===== src/rtl/uart_pkg.sv =====
// Shared UART definitions: parity selection codes and transmitter FSM
// encodings. The planned parametrised receiver uses the same package.
package uart_pkg;

   localparam logic [1:0] PAR_NONE = 2'b00;
   localparam logic [1:0] PAR_EVEN = 2'b01;
   localparam logic [1:0] PAR_ODD  = 2'b10;

   typedef enum logic [2:0] {
      ST_IDLE   = 3'd0,
      ST_START  = 3'd1,
      ST_DATA   = 3'd2,
      ST_PARITY = 3'd3,
      ST_STOP   = 3'd4
   } uart_state_t;

endpackage


===== src/rtl/sync_fifo.sv =====
// Single-clock FIFO with registered read data. rd_data updates only on a pop
// and holds its value until the next pop, so the consumer can use it for as
// long as it needs the word.
module sync_fifo #(
   parameter int WIDTH = 8,
   parameter int DEPTH = 16
) (
   input  logic                     clk,
   input  logic                     rst,
   input  logic                     wr_en,
   input  logic [WIDTH-1:0]         wr_data,
   input  logic                     rd_en,
   output logic [WIDTH-1:0]         rd_data,
   output logic                     full,
   output logic                     empty,
   output logic [$clog2(DEPTH):0]   level
);

   localparam int AW = $clog2(DEPTH);

   logic [WIDTH-1:0] mem [DEPTH];
   logic [AW-1:0]    wr_ptr;
   logic [AW-1:0]    rd_ptr;
   logic [AW:0]      count;
   logic             do_wr;
   logic             do_rd;

   assign do_wr = wr_en && !full;
   assign do_rd = rd_en && !empty;
   assign full  = (count == (AW+1)'(DEPTH));
   assign empty = (count == '0);
   assign level = count;

   // Storage array write port.
   always_ff @(posedge clk) begin
      if (do_wr) begin
         mem[wr_ptr] <= wr_data;
      end
   end

   // Registered read port: the popped entry appears on rd_data after the edge.
   always_ff @(posedge clk) begin
      if (rst) begin
         rd_data <= '0;
      end else if (do_rd) begin
         rd_data <= mem[rd_ptr];
      end
   end

   // Pointer and occupancy bookkeeping.
   always_ff @(posedge clk) begin
      if (rst) begin
         wr_ptr <= '0;
         rd_ptr <= '0;
         count  <= '0;
      end else begin
         if (do_wr) begin
            wr_ptr <= wr_ptr + AW'(1);
         end
         if (do_rd) begin
            rd_ptr <= rd_ptr + AW'(1);
         end
         case ({do_wr, do_rd})
            2'b10:   count <= count + (AW+1)'(1);
            2'b01:   count <= count - (AW+1)'(1);
            default: count <= count;
         endcase
      end
   end

endmodule


===== src/rtl/uart_tx_fifo.sv =====
// Buffered UART transmitter: stream words into a FIFO, serialise LSB-first.
//
// state     | meaning
// ----------+-----------------------------------------------------------
// ST_IDLE   | line high, waiting for a word in the FIFO
// ST_START  | start bit (low); popped word arrives on the FIFO read port
// ST_DATA   | DATA_W data bits, bit 0 first
// ST_PARITY | parity bit, only when even/odd parity was latched
// ST_STOP   | one or two stop bits; last clock pops the next word if any
module uart_tx_fifo
   import uart_pkg::*;
#(
   parameter int DATA_W     = 8,
   parameter int FIFO_DEPTH = 16,
   parameter int DIV_W      = 16
) (
   input  logic                            clk,
   input  logic                            rst,
   input  logic [DIV_W-1:0]                cfg_div,
   input  logic [1:0]                      cfg_parity,
   input  logic                            cfg_stop2,
   input  logic                            s_valid,
   output logic                            s_ready,
   input  logic [DATA_W-1:0]               s_data,
   output logic                            uart_tx,
   output logic                            tx_busy,
   output logic                            tx_done,
   output logic [$clog2(FIFO_DEPTH):0]     fifo_level
);

   localparam int BW = $clog2(DATA_W);
   localparam logic [BW-1:0] LAST_BIT = BW'(DATA_W - 1);

   uart_state_t       state, state_d;
   logic [DIV_W-1:0]  baud_cnt, baud_cnt_d;
   logic [BW-1:0]     bit_cnt, bit_cnt_d;
   logic              stop_idx, stop_idx_d;
   logic [DATA_W-1:0] shreg, shreg_d;
   logic              tx_q, tx_d;
   logic              done_q, done_d;
   logic              pop;
   logic              cfg_load;

   logic [DIV_W-1:0]  div_q;
   logic [1:0]        par_q;
   logic              stop2_q;

   logic              fifo_full;
   logic              fifo_empty;
   logic [DATA_W-1:0] fifo_rd_data;
   logic              par_en;
   logic              par_bit;

   // A divisor of 0 would give a 1-clock bit; clamp it to 1 (2 clocks/bit).
   function automatic logic [DIV_W-1:0] eff_div(input logic [DIV_W-1:0] d);
      return (d == '0) ? DIV_W'(1) : d;
   endfunction

   assign s_ready    = !rst && !fifo_full;
   assign uart_tx    = tx_q;
   assign tx_done    = done_q;
   assign tx_busy    = (state != ST_IDLE);

   // The FIFO read register holds the current frame's word until the next pop.
   assign par_en  = (par_q == PAR_EVEN) || (par_q == PAR_ODD);
   assign par_bit = (par_q == PAR_ODD) ? ~^fifo_rd_data : ^fifo_rd_data;

   sync_fifo #(
      .WIDTH (DATA_W),
      .DEPTH (FIFO_DEPTH)
   ) u_fifo (
      .clk     (clk),
      .rst     (rst),
      .wr_en   (s_valid && s_ready),
      .wr_data (s_data),
      .rd_en   (pop),
      .rd_data (fifo_rd_data),
      .full    (fifo_full),
      .empty   (fifo_empty),
      .level   (fifo_level)
   );

   // State, counters, registered line output and per-frame config latch.
   always_ff @(posedge clk) begin
      if (rst) begin
         state    <= ST_IDLE;
         baud_cnt <= '0;
         bit_cnt  <= '0;
         stop_idx <= 1'b0;
         shreg    <= '0;
         tx_q     <= 1'b1;
         done_q   <= 1'b0;
         div_q    <= DIV_W'(1);
         par_q    <= PAR_NONE;
         stop2_q  <= 1'b0;
      end else begin
         state    <= state_d;
         baud_cnt <= baud_cnt_d;
         bit_cnt  <= bit_cnt_d;
         stop_idx <= stop_idx_d;
         shreg    <= shreg_d;
         tx_q     <= tx_d;
         done_q   <= done_d;
         if (cfg_load) begin
            div_q   <= eff_div(cfg_div);
            par_q   <= cfg_parity;
            stop2_q <= cfg_stop2;
         end
      end
   end

   // Next-state logic; baud_cnt == 0 marks the last clock of each bit.
   always_comb begin
      state_d    = state;
      baud_cnt_d = baud_cnt;
      bit_cnt_d  = bit_cnt;
      stop_idx_d = stop_idx;
      shreg_d    = shreg;
      tx_d       = tx_q;
      done_d     = 1'b0;
      pop        = 1'b0;
      cfg_load   = 1'b0;

      case (state)
         ST_IDLE: begin
            tx_d = 1'b1;
            if (!fifo_empty) begin
               pop        = 1'b1;
               cfg_load   = 1'b1;
               state_d    = ST_START;
               baud_cnt_d = eff_div(cfg_div);
               tx_d       = 1'b0;
            end
         end

         ST_START: begin
            if (baud_cnt == '0) begin
               state_d    = ST_DATA;
               baud_cnt_d = div_q;
               bit_cnt_d  = '0;
               shreg_d    = fifo_rd_data;
               tx_d       = fifo_rd_data[0];
            end else begin
               baud_cnt_d = baud_cnt - DIV_W'(1);
            end
         end

         ST_DATA: begin
            if (baud_cnt == '0) begin
               baud_cnt_d = div_q;
               if (bit_cnt == LAST_BIT) begin
                  if (par_en) begin
                     state_d = ST_PARITY;
                     tx_d    = par_bit;
                  end else begin
                     state_d    = ST_STOP;
                     stop_idx_d = 1'b0;
                     tx_d       = 1'b1;
                  end
               end else begin
                  bit_cnt_d = bit_cnt + BW'(1);
                  shreg_d   = shreg >> 1;
                  tx_d      = shreg[1];
               end
            end else begin
               baud_cnt_d = baud_cnt - DIV_W'(1);
            end
         end

         ST_PARITY: begin
            if (baud_cnt == '0) begin
               state_d    = ST_STOP;
               baud_cnt_d = div_q;
               stop_idx_d = 1'b0;
               tx_d       = 1'b1;
            end else begin
               baud_cnt_d = baud_cnt - DIV_W'(1);
            end
         end

         ST_STOP: begin
            if (baud_cnt == '0) begin
               if (stop2_q && !stop_idx) begin
                  stop_idx_d = 1'b1;
                  baud_cnt_d = div_q;
               end else begin
                  done_d = 1'b1;
                  if (!fifo_empty) begin
                     pop        = 1'b1;
                     cfg_load   = 1'b1;
                     state_d    = ST_START;
                     baud_cnt_d = eff_div(cfg_div);
                     tx_d       = 1'b0;
                  end else begin
                     state_d = ST_IDLE;
                     tx_d    = 1'b1;
                  end
               end
            end else begin
               baud_cnt_d = baud_cnt - DIV_W'(1);
            end
         end

         default: begin
            state_d = ST_IDLE;
            tx_d    = 1'b1;
         end
      endcase
   end

endmodule


===== config.mk =====
export PLATFORM = sky130hd
export DESIGN_NAME = uart_tx_fifo
export DESIGN_NICKNAME = d
export VERILOG_FILES = /design/src/rtl/uart_pkg.sv /design/src/rtl/sync_fifo.sv /design/src/rtl/uart_tx_fifo.sv
export SDC_FILE = /design/constraint.sdc
export NUM_CORES = 1
export LEC_CHECK = 0
export BUFFER_PORTS_ARGS = -buffer_cell sky130_fd_sc_hd__buf_2
export CAP_MARGIN = 20
export CORE_MARGIN = 2
export CORE_UTILIZATION = 28
export CTS_CLUSTER_SIZE = 16
export DETAILED_ROUTE_END_ITERATION = 8
export PLACE_DENSITY = 0.53
export SYNTH_ARGS = -nofsm -noshare
export SYNTH_HDL_FRONTEND = slang
export SYNTH_SLANG_ARGS = --single-unit

===== constraint.sdc =====
create_clock -name clk -period 3.4 [get_ports clk]
set_input_delay 0 -clock clk [delete_from_list [all_inputs] [get_ports clk]]
set_output_delay 0 -clock clk [all_outputs]
set_load 0.005 [all_outputs]

==> key figures, run 1 <==
Logic synthesis
  • Ys async rst share: 0%
  • Mux contribution to synthesized area: 8.032%
  • Syn Inst Count: 782
  • #FFs+latches synth: 200
  • Yosys Warn Count: 0
  • Register area share after synthesis: 58.80%
  • Syn_nets: 827
  • Syn Area/Cell: 11.49 sq um
  • Adder-Cell Fraction of Synth Area: 2.408%
  • Post-Syn Area: 8989 sq um
  • Compound-cell area share of the yosys netlist: 12.08%
  • Largest family of logic cells by synthesized area: simple AND/OR/NAND/NOR gates
  • XOR/XNOR Fraction of Synth Area: 2.144%
  • Ys flop type: edfxtp_1
  • Yosys cell types: 71
  • EDFF count, synth: 128
  • Simple-gate share of the synthesized area: 13.31%

Cells and area
  • Layout Nets: 890
  • Area grow syn2layout: 17.07%
  • Most frequent cells in the layout: edfxtp_1 (128), nand2_1 (109), a21oi_1 (76)
  • Layout cells sized above 1: 15.27%
  • Commonest non-fill, non-tap cell in the layout: edfxtp_1
  • Antenna diodes: 0

CTS
  • Clock root cell: clkbuf_16
  • Total CTS buffers: 17
  • # H-tree levels: 4
  • Clock Pin Slew Worst Setup and Hold Paths: 0.07 ns
  • Clk Latency, worst-skew pair: 0.44 ns
  • CTS Sinks: 200
  • CTS tree: done
  • CTS Buffer Depth: 2

STA
  • Fmax: 318.9 MHz
  • Final Setup Violations: 0
  • Final Hold Fails: 0
  • Relative max-transition margin: 39.82%
  • Final Max Tran Viols: 0
  • Tcrit/Tclk final: 92.23%
  • Final setup margin: 0.2643 ns
  • Min Tclk post-route: 3.136 ns
  • Slew @ Worst Pin: 0.8993 ns
  • Setup TNS: 0 ns
  • Skew final: 0.01281 ns
  • RSZ-0062 raised after global routing: no

Setup path
  • Setup CP Type: reg -> reg
  • CP Capture Type: register
  • Worst r2r dst: u_fifo.level[4]$_SDFFE_PP0P_
  • Flop2flop setup slack: 0.26 ns
  • Critical Path RT: 3.69 ns
  • Reg2reg start: baud_cnt[0]$_SDFFE_PP0P_
  • CP Max Fanout: 4
  • R2r worst-path depth: 15
  • CP startpoint kind: register
  • CP startpoint: baud_cnt[0]$_SDFFE_PP0P_
  • Arr. time, crit path: 3.42 ns

Routing
  • # DRC: 0
  • Detail Route Antenna Nets: 0
  • DRT Wirelength: 21400 um
  • Avg WL per Cell: 16.99 um
  • Initial DRC Count: 462
  • First-pass DRT Iterations: 5
  • Via count: 6171
  • Via/cell ratio: 4.898

Power
  • Switching pwr: 3.365 mW
  • Pint: 5.314 mW
  • Switch share: 38.77%
  • Pwr dens: 824.8 nW/um^2
  • Leak: 3.551 nW
  • Clock network fraction of design power: 22.6%
  • VDD IR max: 0.4580 mV
  • Comb pwr share: 40.6%
  • Sequential share of power: 36.8%

Floorplanning
  • Initial Util: 28.49%
  • Die W: 183.2 um
  • Core footprint: 31560 sq um
  • # IOs: 39
  • Die ar.: 33550 sq um
  • # rows: 65
  • Die Ht: 183.2 um

Placed design
  • PortBufs: 38
  • GP Congestion: 0.8147
  • Hpwl dp: 14050 um
  • Pre-CTS WS: 0.06352 ns

GRT
  • Grt ovf: 0
  • Largest net degree at the start of global routing: 75
  • First-pass GRT wire length: 34370 um
  • Vias in the first global route: 6116
  • Initial antenna violation count: 0
  • All-Layer GR Usage: 13.10%

Outcome
  • Outcome: finished clean

Hold path
  • Worst Hold End: u_fifo.wr_ptr[1]$_SDFFE_PP0P_
  • Hold Path Class: in -> reg
  • Worst Hold Launch: s_valid
  • Hold path depth: 4

Run
  • Max-cap violations: 0
flip-flops by register name, summed over array words and instances (netlist names), 4 cells and up:
register and flops:
shreg 7, u_fifo.rd_ptr 4, div_q 16, u_fifo.level 5
u_fifo.mem 128, u_fifo.rd_data 8, u_fifo.wr_ptr 4, baud_cnt 16
layout make-up:
cell class	count	area [sq um]
clock buffer	18	429.2
fill	3138	21030
tap	402	503.0
clock inverter	14	132.6
inverter	16	60.06
timing repair buffer	92	675.6
sequential	200	5286
multi-input combinational	518	3436
worst max path at each step:
stage                                         to  slack, ns  depth (start not counted)
finish              u_fifo.level[4]$_SDFFE_PP0P_       0.26                         15
global placement    u_fifo.level[4]$_SDFFE_PP0P_       0.13                         15
floorplan           u_fifo.level[4]$_SDFFE_PP0P_       0.31                         16
CTS                 u_fifo.level[4]$_SDFFE_PP0P_       0.04                         15
global route        u_fifo.level[4]$_SDFFE_PP0P_      0.001                         15
detailed placement  u_fifo.level[4]$_SDFFE_PP0P_       0.06                         15
kinds of logic (layout without fill, tap and decap cells):
family          Yosys count  count (layout)
simple gates            255             255
flops                   200             200
compound gates          172             172
buf+inv                  64             140
mux                      52              52
xor+xnor                 22              22
fa+ha+maj                17              17
per-layer routing:
| layer | part of all wire (%) | vias up | GRT usage (%) |
|---|---|---|---|
| met5 | 0 | - | 0 |
| met4 | 1.1 | 0 | 3.168 |
| met3 | 2.5 | 19 | 2.502 |
| met2 | 48 | 89 | 21.86 |
| met1 | 48 | 3041 | 17.58 |
| li1 | - | 3022 | - |
cell usage after synthesis, types with 5 or more instances:
| cell type | n | area share (%) |
|---|---|---|
| ha_1 | 14 | 1.9 |
| inv_1 | 14 | 0.58 |
| o21ai_0 | 17 | 0.95 |
| nand3_1 | 5 | 0.28 |
| edfxtp_1 | 128 | 43 |
| nand2_1 | 109 | 4.6 |
| dfxtp_1 | 72 | 16 |
| nand2b_1 | 8 | 0.56 |
| mux2i_1 | 35 | 3.9 |
| buf_2 | 16 | 0.89 |
| o221ai_1 | 16 | 1.6 |
| nand3b_1 | 6 | 0.50 |
| o21ai_1 | 5 | 0.28 |
| xnor2_1 | 12 | 1.2 |
| a21oi_1 | 76 | 4.2 |
| nor4_1 | 8 | 0.56 |
| mux4_2 | 16 | 4.0 |
| a31oi_1 | 10 | 0.70 |
| nor2_1 | 66 | 2.8 |
| nor2b_1 | 5 | 0.35 |
| clkbuf_1 | 24 | 1.0 |
| nor3_1 | 20 | 1.1 |
| xor2_1 | 10 | 0.97 |
| o22ai_1 | 10 | 0.70 |
power groups by stage:
| stage | Sequential, mW | Combinational [mW] | Clock, mW |
|---|---|---|---|
| floorplan | 3.12 | 2.64 | 0 |
| global placement | 3.23 | 3.46 | 0 |
| detailed placement | 3.24 | 3.47 | 0 |
| CTS | 3.19 | 3.51 | 2.02 |
| global route | 3.25 | 3.95 | 2.11 |
| finish | 3.20 | 3.53 | 1.96 |
critical path, cell delays in order, from the launching register on:
cell,delay [ns]
dfxtp_1,0.34
inv_1,0.10
ha_1,0.21
nor4b_4,0.25
a41oi_2,0.17
or2_1,0.29
inv_2,0.06
ha_1,0.21
inv_1,0.10
fa_1,0.40
nor2b_1,0.18
o21ai_0,0.12
and3_1,0.19
nor3_1,0.17
xnor2_1,0.14
nor2_1,0.05
timing repair:
item / 4_1_cts / 5_1_grt
buffers inserted: 0 / 1
hold buffers: 27 / 0
resized for setup: 0 / 3
endpoints found under the hold margin: 151 / 0
endpoints found under the setup margin: 0 / 1
per-stage QoR:
step	instances	utilization, %	instance area, sq um	hold slack, ns	total power [mW]
finish	1260	33.35	10520	0.07415	8.679
floorplan	782	-	8989	0.03237	5.760
global route	1260	33.35	10520	0.1084	9.302
global placement	1200	30.61	9661	0.2492	6.695
CTS	1259	33.25	10490	0.06681	8.721
detailed placement	1200	30.61	9661	0.2656	6.717
No activity file was read; power rests on OpenSTA's default activity.
==> run 2: changes to the inputs <==
--- a/config.mk
+++ b/config.mk
@@ -5,6 +5,7 @@
 export SDC_FILE = /design/constraint.sdc
 export NUM_CORES = 1
 export LEC_CHECK = 0
+export ABC_AREA = 1
 export BUFFER_PORTS_ARGS = -buffer_cell sky130_fd_sc_hd__buf_2
 export CAP_MARGIN = 20
 export CORE_MARGIN = 2
==> run 2 against run 1 <==
Die area grew 3.9%; register-to-register slack gained 0.24 ns; wire length grew 18%; non-clock buffer count shrank 19; highest routed layer unchanged.
==> key figures, run 2 <==
CTS
  • Post_cts resized: 0 (unchanged)
  • CTS Hold Buffers Added: 27 (unchanged)
  • # H-tree levels: 4 (unchanged)
  • Clk Latency, worst-skew pair: 0.44 ns (about the same)
  • CTS tree: done (unchanged)
  • CTS Buffer Depth: 2 (unchanged)
  • Clock Pin Slew Worst Setup and Hold Paths: 0.08 ns (was 0.07 ns)
  • CTS Sinks: 200 (unchanged)
  • Clock root cell: clkbuf_16 (unchanged)
  • Total CTS buffers: 17 (unchanged)
  • Setup bufs post-CTS: 0 (unchanged)

Floorplanning
  • # rows: 66 (was 65)
  • Core footprint: 32700 sq um (was 31560 sq um)
  • Die Ht: 186.7 um (was 183.2 um)
  • # IOs: 39 (unchanged)
  • Initial Util: 28.58% (was 28.49%)
  • Die W: 186.7 um (was 183.2 um)
  • Die ar.: 34860 sq um (was 33550 sq um)

STA
  • Skew final: 0.01012 ns (was 0.01281 ns)
  • Min Tclk post-route: 2.898 ns (was 3.136 ns)
  • Fmax: 345.1 MHz (was 318.9 MHz)
  • RSZ-0062 raised after global routing: no (unchanged)
  • Relative max-transition margin: 41.95% (was 39.82%)
  • Slew @ Worst Pin: 0.8675 ns (was 0.8993 ns)
  • WHS: 0.04008 ns (was 0.07415 ns)
  • Tcrit/Tclk final: 85.23% (was 92.23%)
  • Final Setup Violations: 0 (unchanged)
  • Final Max Tran Viols: 0 (unchanged)
  • Setup TNS: 0 ns (unchanged)
  • Final Hold Fails: 0 (unchanged)

Logic synthesis
  • Post-synth top cells: nand2_1 (251), nor2_1 (160), edfxtp_1 (128) (was edfxtp_1 (128), nand2_1 (109), a21oi_1 (76))
  • Syn Area/Cell: 8.727 sq um (was 11.49 sq um)
  • #FFs+latches synth: 200 (unchanged)
  • Most common cell in the netlist: nand2_1 (was edfxtp_1)
  • Share of the synthesized area in the top cell type: 41.12% (was 42.76%)
  • EDFF count, synth: 128 (unchanged)
  • Register area share after synthesis: 56.55% (was 58.80%)
  • Syn_nets: 1116 (was 827)
  • Yosys Warn Count: 0 (unchanged)
  • Yosys cell types: 36 (was 71)
  • Ys flop type: edfxtp_1 (unchanged)
  • Syn Inst Count: 1071 (was 782)
  • Leading area contributor after synthesis: edfxtp_1 (unchanged)
  • Ys async rst share: 0% (unchanged)
  • Post-Syn Area: 9346 sq um (was 8989 sq um)
  • Synth area leaders: edfxtp_1 (41%), dfxtp_1 (15%), nand2_1 (10%) (was edfxtp_1 (43%), dfxtp_1 (16%), nand2_1 (4.6%))

Cells and area
  • Largest Register: u_fifo.mem (unchanged)
  • Layout Nets: 1170 (was 890)
  • Util after Layout: 33.09% (was 33.35%)
  • Final std cells w/o fill: 1580 (was 1260)
  • Area grow syn2layout: 15.77% (was 17.07%)
  • Commonest non-fill, non-tap cell in the layout: nand2_1 (was edfxtp_1)
  • Fill cells: 3451 (was 3138)
  • Max reg flops: 128 (unchanged)
  • Layout cells sized above 1: 9.490% (was 15.27%)
  • Antenna diodes: 0 (unchanged)
  • Largest registers: u_fifo.mem: 128 flops, baud_cnt: 16 flops, div_q: 16 flops (unchanged)
  • Most frequent cells in the layout: nand2_1 (251), nor2_1 (160), edfxtp_1 (128) (was edfxtp_1 (128), nand2_1 (109), a21oi_1 (76))

Setup path
  • Critical Path RT: 3.77 ns (was 3.69 ns)
  • Reg2reg start: baud_cnt[0]$_SDFFE_PP0P_ (unchanged)
  • CP Max Fanout: 7 (was 4)
  • R2r worst-path depth: 18 (was 15)
  • CP Capture Type: register (unchanged)
  • CP startpoint kind: register (unchanged)
  • Worst r2r dst: u_fifo.level[4]$_SDFFE_PP0P_ (unchanged)
  • Arr. time, crit path: 3.27 ns (was 3.42 ns)
  • Flop2flop setup slack: 0.50 ns (was 0.26 ns)
  • Setup CP Type: reg -> reg (unchanged)

Routing
  • Via/cell ratio: 4.632 (was 4.898)
  • Via count: 7318 (was 6171)
  • DRT Wirelength: 25200 um (was 21400 um)
  • # DRC: 0 (unchanged)
  • Avg WL per Cell: 15.95 um (was 16.99 um)
  • Initial DRC Count: 579 (was 462)
  • Detail Route Antenna Nets: 0 (unchanged)
  • First-pass DRT Iterations: 5 (unchanged)

Hold path
  • Hold path depth: 3 (was 4)
  • Worst Hold End: u_fifo.wr_ptr[0]$_SDFFE_PP0P_ (was u_fifo.wr_ptr[1]$_SDFFE_PP0P_)
  • Worst Hold Launch: s_valid (unchanged)
  • Hold Path Class: in -> reg (unchanged)

Placed design
  • Hpwl dp: 16740 um (was 14050 um)
  • PortBufs: 38 (unchanged)
  • Placed Cells: 1521 (was 1200)
  • GP Congestion: 0.8896 (was 0.8147)

Power
  • Sequential share of power: 36.5% (was 36.8%)
  • Leak: 4.107 nW (was 3.551 nW)
  • Clock network fraction of design power: 23.5% (was 22.6%)
  • Switch share: 41.64% (was 38.77%)
  • Pwr dens: 784.6 nW/um^2 (was 824.8 nW/um^2)
  • Switching pwr: 3.535 mW (was 3.365 mW)
  • Pint: 4.955 mW (was 5.314 mW)
  • VDD IR max: 0.4483 mV (was 0.4580 mV)
  • Comb pwr share: 40.0% (was 40.6%)

GRT
  • Vias in the first global route: 7164 (was 6116)
  • Initial antenna violation count: 0 (unchanged)
  • Grt ovf: 0 (unchanged)
  • All-Layer GR Usage: 14.59% (was 13.10%)
  • Largest net degree at the start of global routing: 68 (was 75)
  • First-pass GRT wire length: 39810 um (was 34370 um)

Run
  • Max-cap violations: 0 (unchanged)

Outcome
  • Outcome: finished clean (unchanged)
-- run 2: changes by cell type in the layout (fill, tap and decap cells not counted), moves of 9 or more --
cell	delta
mux2i_1	-35
o221ai_1	-16
buf_4	-18
inv_1	+57
nor3_1	-16
nor2_1	+94
mux4_2	-16
o21ai_0	+96
nand3_1	+43
nand2_1	+142
a21oi_1	-9
a21boi_0	+15
-- run 2: cell families (layout without fill, tap and decap cells) --
kind of cell               count (synthesis)  after routing  share of synthesized area, %
AOI/OAI and AO/OA                        226            226                         13.07
xor gates and xnor gates                  14             14                         1.312
adders and majority gates                 15             15                         2.088
buffers and inverters                    117            184                         4.993
DFF                                      200            200                         56.55
and+or+nand+nor                          499            499                         21.99
-- run 2: how the worst max path moves through the flow --
stage,from,to,cells after the start
3_5_place_dp,baud_cnt[0]$_SDFFE_PP0P_,u_fifo.level[4]$_SDFFE_PP0P_,18
3_3_place_gp,baud_cnt[0]$_SDFFE_PP0P_,u_fifo.level[4]$_SDFFE_PP0P_,18
4_1_cts,baud_cnt[0]$_SDFFE_PP0P_,u_fifo.level[4]$_SDFFE_PP0P_,18
6_report,baud_cnt[0]$_SDFFE_PP0P_,u_fifo.level[4]$_SDFFE_PP0P_,18
2_1_floorplan,baud_cnt[0]$_SDFFE_PP0P_,u_fifo.level[4]$_SDFFE_PP0P_,18
5_1_grt,baud_cnt[0]$_SDFFE_PP0P_,u_fifo.level[4]$_SDFFE_PP0P_,18
-- run 2: critical path: stages, from the launching register on --
cell	delay, ns
dfxtp_1	0.34
inv_1	0.19
ha_1	0.21
inv_1	0.05
nor2_1	0.11
nand3_1	0.10
nor2_2	0.14
nand3_2	0.18
a21oi_4	0.18
ha_1	0.26
inv_1	0.11
fa_1	0.42
inv_1	0.07
nand3_1	0.08
nand2_1	0.08
a21oi_1	0.06
nand2_1	0.07
o21ai_0	0.07
a21oi_1	0.13
-- run 2: layout make-up --
| class | instances | area [sq um] | area share (%) |
|---|---|---|---|
| clock buffers | 18 | 429.2 | 3.966 |
| inverters | 79 | 296.5 | 2.741 |
| clock inverters | 14 | 140.1 | 1.295 |
| flip-flops and latches | 200 | 5286 | 48.86 |
| repair buffers | 73 | 520.5 | 4.810 |
| multi-input cells | 754 | 3595 | 33.22 |
| well taps | 442 | 553.0 | 5.111 |
-- run 2: layer usage --
layer	track usage (%)	part of all wire [%]	vias to the layer above
met5	0	0	-
met4	4.365	2.0	0
met3	2.595	3.5	33
met2	24.22	47	155
met1	19.41	47	3434
li1	-	-	3696
-- run 2: power by group through the flow --
stage	registers [mW]	logic [mW]	clock network (mW)
2_1_floorplan	3.08	2.48	0
5_1_grt	3.14	3.85	2.12
3_5_place_dp	3.16	3.37	0
6_report	3.10	3.39	2.00
4_1_cts	3.10	3.41	2.04
3_3_place_gp	3.15	3.35	0
-- run 2: through the flow --
step / cell area (sq um) / setup WS, ns / total power [mW]
after detailed placement: 9981 / 0.5399 / 6.521
after global routing: 10820 / 0.3124 / 9.113
after CTS: 10820 / 0.5170 / 8.547
after global placement: 9981 / 0.6334 / 6.504
final: 10820 / 0.5020 / 8.490
after floorplan: 9346 / 0.6431 / 5.568
==> run 3: changes to the inputs <==
--- a/config.mk
+++ b/config.mk
@@ -9,10 +9,10 @@
 export BUFFER_PORTS_ARGS = -buffer_cell sky130_fd_sc_hd__buf_2
 export CAP_MARGIN = 20
 export CORE_MARGIN = 2
-export CORE_UTILIZATION = 28
+export CORE_UTILIZATION = 45
 export CTS_CLUSTER_SIZE = 16
 export DETAILED_ROUTE_END_ITERATION = 8
-export PLACE_DENSITY = 0.53
+export PLACE_DENSITY = 0.72
 export SYNTH_ARGS = -nofsm -noshare
 export SYNTH_HDL_FRONTEND = slang
 export SYNTH_SLANG_ARGS = --single-unit
==> run 3 against run 2 <==
Final cell count is 11% lower; setup slack worse by 0.051 ns; critical endpoint unchanged; die area is 37% lower.
==> key figures, run 3 (synthesis gave the netlist of run 2 again) <==
Setup path
  • Critical Path RT: 3.77 ns (about the same)
  • Arr. time, crit path: 3.32 ns (was 3.27 ns)
  • CP Max Fanout: 7 (unchanged)
  • Setup CP Type: reg -> reg (unchanged)
  • CP startpoint kind: register (unchanged)
  • CP Capture Type: register (unchanged)
  • R2r worst-path depth: 18 (unchanged)

Cells and area
  • Layout cells sized above 1: 9.754% (was 9.490%)
  • Max reg flops: 128 (unchanged)
  • Most frequent cells in the layout: nand2_1 (251), nor2_1 (160), edfxtp_1 (128) (unchanged)
  • Largest Register: u_fifo.mem (unchanged)
  • Area grow syn2layout: 14.03% (was 15.77%)
  • Fill cells: 1820 (was 3451)
  • Largest registers: u_fifo.mem: 128 flops, baud_cnt: 16 flops, div_q: 16 flops (unchanged)
  • Layout Nets: 1170 (unchanged)
  • Antenna diodes: 0 (unchanged)
  • Commonest non-fill, non-tap cell in the layout: nand2_1 (unchanged)

Floorplanning
  • Die Ht: 148.1 um (was 186.7 um)
  • Initial Util: 46.04% (was 28.58%)
  • Die W: 148.1 um (was 186.7 um)
  • Die ar.: 21940 sq um (was 34860 sq um)
  • # IOs: 39 (unchanged)
  • # rows: 52 (was 66)
  • Core footprint: 20300 sq um (was 32700 sq um)

CTS
  • Setup bufs post-CTS: 0 (unchanged)
  • Clock Pin Slew Worst Setup and Hold Paths: 0.08 ns (about the same)
  • CTS Hold Buffers Added: 27 (unchanged)
  • CTS Sinks: 200 (unchanged)
  • Post_cts resized: 0 (unchanged)
  • CTS tree: done (unchanged)
  • CTS Buffer Depth: 2 (unchanged)
  • Total CTS buffers: 17 (unchanged)
  • Clk Latency, worst-skew pair: 0.45 ns (was 0.44 ns)
  • Clock root cell: clkbuf_16 (unchanged)
  • # H-tree levels: 4 (unchanged)

Power
  • Leak: 4.135 nW (was 4.107 nW)
  • VDD IR max: 0.3989 mV (was 0.4483 mV)
  • Pwr dens: 800.3 nW/um^2 (was 784.6 nW/um^2)
  • Power Total: 8.529 mW (was 8.490 mW)

GRT
  • Grt ovf: 0 (unchanged)
  • Vias in the first global route: 6861 (was 7164)
  • All-Layer GR Usage: 21.06% (was 14.59%)
  • First-pass GRT wire length: 36010 um (was 39810 um)
  • Initial antenna violation count: 0 (unchanged)
  • Largest net degree at the start of global routing: 66 (was 68)

Placed design
  • Hpwl dp: 14500 um (was 16740 um)
  • Pre-CTS WS: 0.5553 ns (was 0.5399 ns)
  • GP Congestion: 0.9980 (was 0.8896)
  • PortBufs: 38 (unchanged)

STA
  • Final Max Tran Viols: 0 (unchanged)
  • Relative max-transition margin: 45.76% (was 41.95%)
  • Skew final: 0.01472 ns (was 0.01012 ns)
  • Fmax: 339.1 MHz (was 345.1 MHz)
  • Setup TNS: 0 ns (unchanged)
  • Min Tclk post-route: 2.949 ns (was 2.898 ns)
  • Tcrit/Tclk final: 86.74% (was 85.23%)
  • Final Hold Fails: 0 (unchanged)
  • Final setup margin: 0.4509 ns (was 0.5020 ns)
  • Final Setup Violations: 0 (unchanged)
  • RSZ-0062 raised after global routing: no (unchanged)
  • Slew @ Worst Pin: 0.8106 ns (was 0.8675 ns)

Routing
  • First-pass DRT Iterations: 6 (was 5)
  • Detail Route Antenna Nets: 0 (unchanged)
  • Initial DRC Count: 782 (was 579)
  • Via/cell ratio: 5.315 (was 4.632)
  • DRT Wirelength: 22780 um (was 25200 um)
  • # DRC: 0 (unchanged)
  • Avg WL per Cell: 16.18 um (was 15.95 um)
  • Via count: 7483 (was 7318)

Hold path
  • Hold Path Class: in -> reg (unchanged)
  • Hold path depth: 3 (unchanged)

Outcome
  • Outcome: finished clean (unchanged)

Run
  • Max-cap violations: 0 (unchanged)
## run 3: changes by cell type in the layout (fill, tap and decap cells not counted), sizes merged
cell	previous run	this run
clkinvlp	2	1
clkinv	9	6
clkbuf	18	17
bufinv	1	0
inv	81	87
## run 3: critical path: stages, from the launching register on
cell	delay [ns]
dfxtp_1	0.33
inv_1	0.18
ha_1	0.21
inv_1	0.05
nor2_1	0.11
nand3_1	0.10
nor2_2	0.14
nand3_2	0.16
a21oi_4	0.19
ha_1	0.28
inv_1	0.12
fa_1	0.44
inv_1	0.08
nand3_1	0.08
nand2_1	0.09
a21oi_1	0.06
nand2_1	0.07
o21ai_0	0.07
a21oi_1	0.13
## run 3: worst paths after layout
kind	start	to	slack, ns
max	baud_cnt[0]$_SDFFE_PP0P_	u_fifo.level[4]$_SDFFE_PP0P_	0.45
min	s_valid	u_fifo.wr_ptr[1]$_SDFFE_PP0P_	0.02
max reg2reg	baud_cnt[0]$_SDFFE_PP0P_	u_fifo.level[4]$_SDFFE_PP0P_	0.45
min reg2reg	shreg[6]$_SDFFE_PP0P_	shreg[6]$_SDFFE_PP0P_	0.45
## run 3: stage by stage
step	instances	utilization, %	hold WS (ns)	cell area [sq um]
after detailed placement	1349	48.17	0.2617	9778
after global placement	1349	48.17	0.2536	9778
after global routing	1408	52.50	0.05053	10660
after floorplan	1071	-	0.09887	9346
final	1408	52.50	0.02222	10660
after CTS	1408	52.50	0.01235	10660
## run 3: final cells by class
class	instances	area, sq um	area share (%)
Inverter	79	296.5	2.782
Clock inverter	15	183.9	1.726
Multi-Input combinational cell	754	3595	33.73
Clock buffer	17	425.4	3.992
Timing Repair Buffer	73	533.0	5.001
Tap cell	270	337.8	3.170
Sequential cell	200	5286	49.60
## run 3: power breakdown
| part | total (mW) | internal, mW | switching, mW |
|---|---|---|---|
| combinational | 3.38 | 1.08 | 2.29 |
| clock | 2.07 | 1.01 | 1.06 |
| sequential | 3.09 | 2.86 | 0.228 |
| total | 8.53 | 4.95 | 3.58 |
## run 3: per-layer routing
metal	global-route usage, %	up-vias	share of wire, %
met1	28.41	3437	43
met5	0	-	0
met3	3.681	41	6.8
met2	34.33	302	48
met4	7.714	0	2.4
li1	-	3703	-
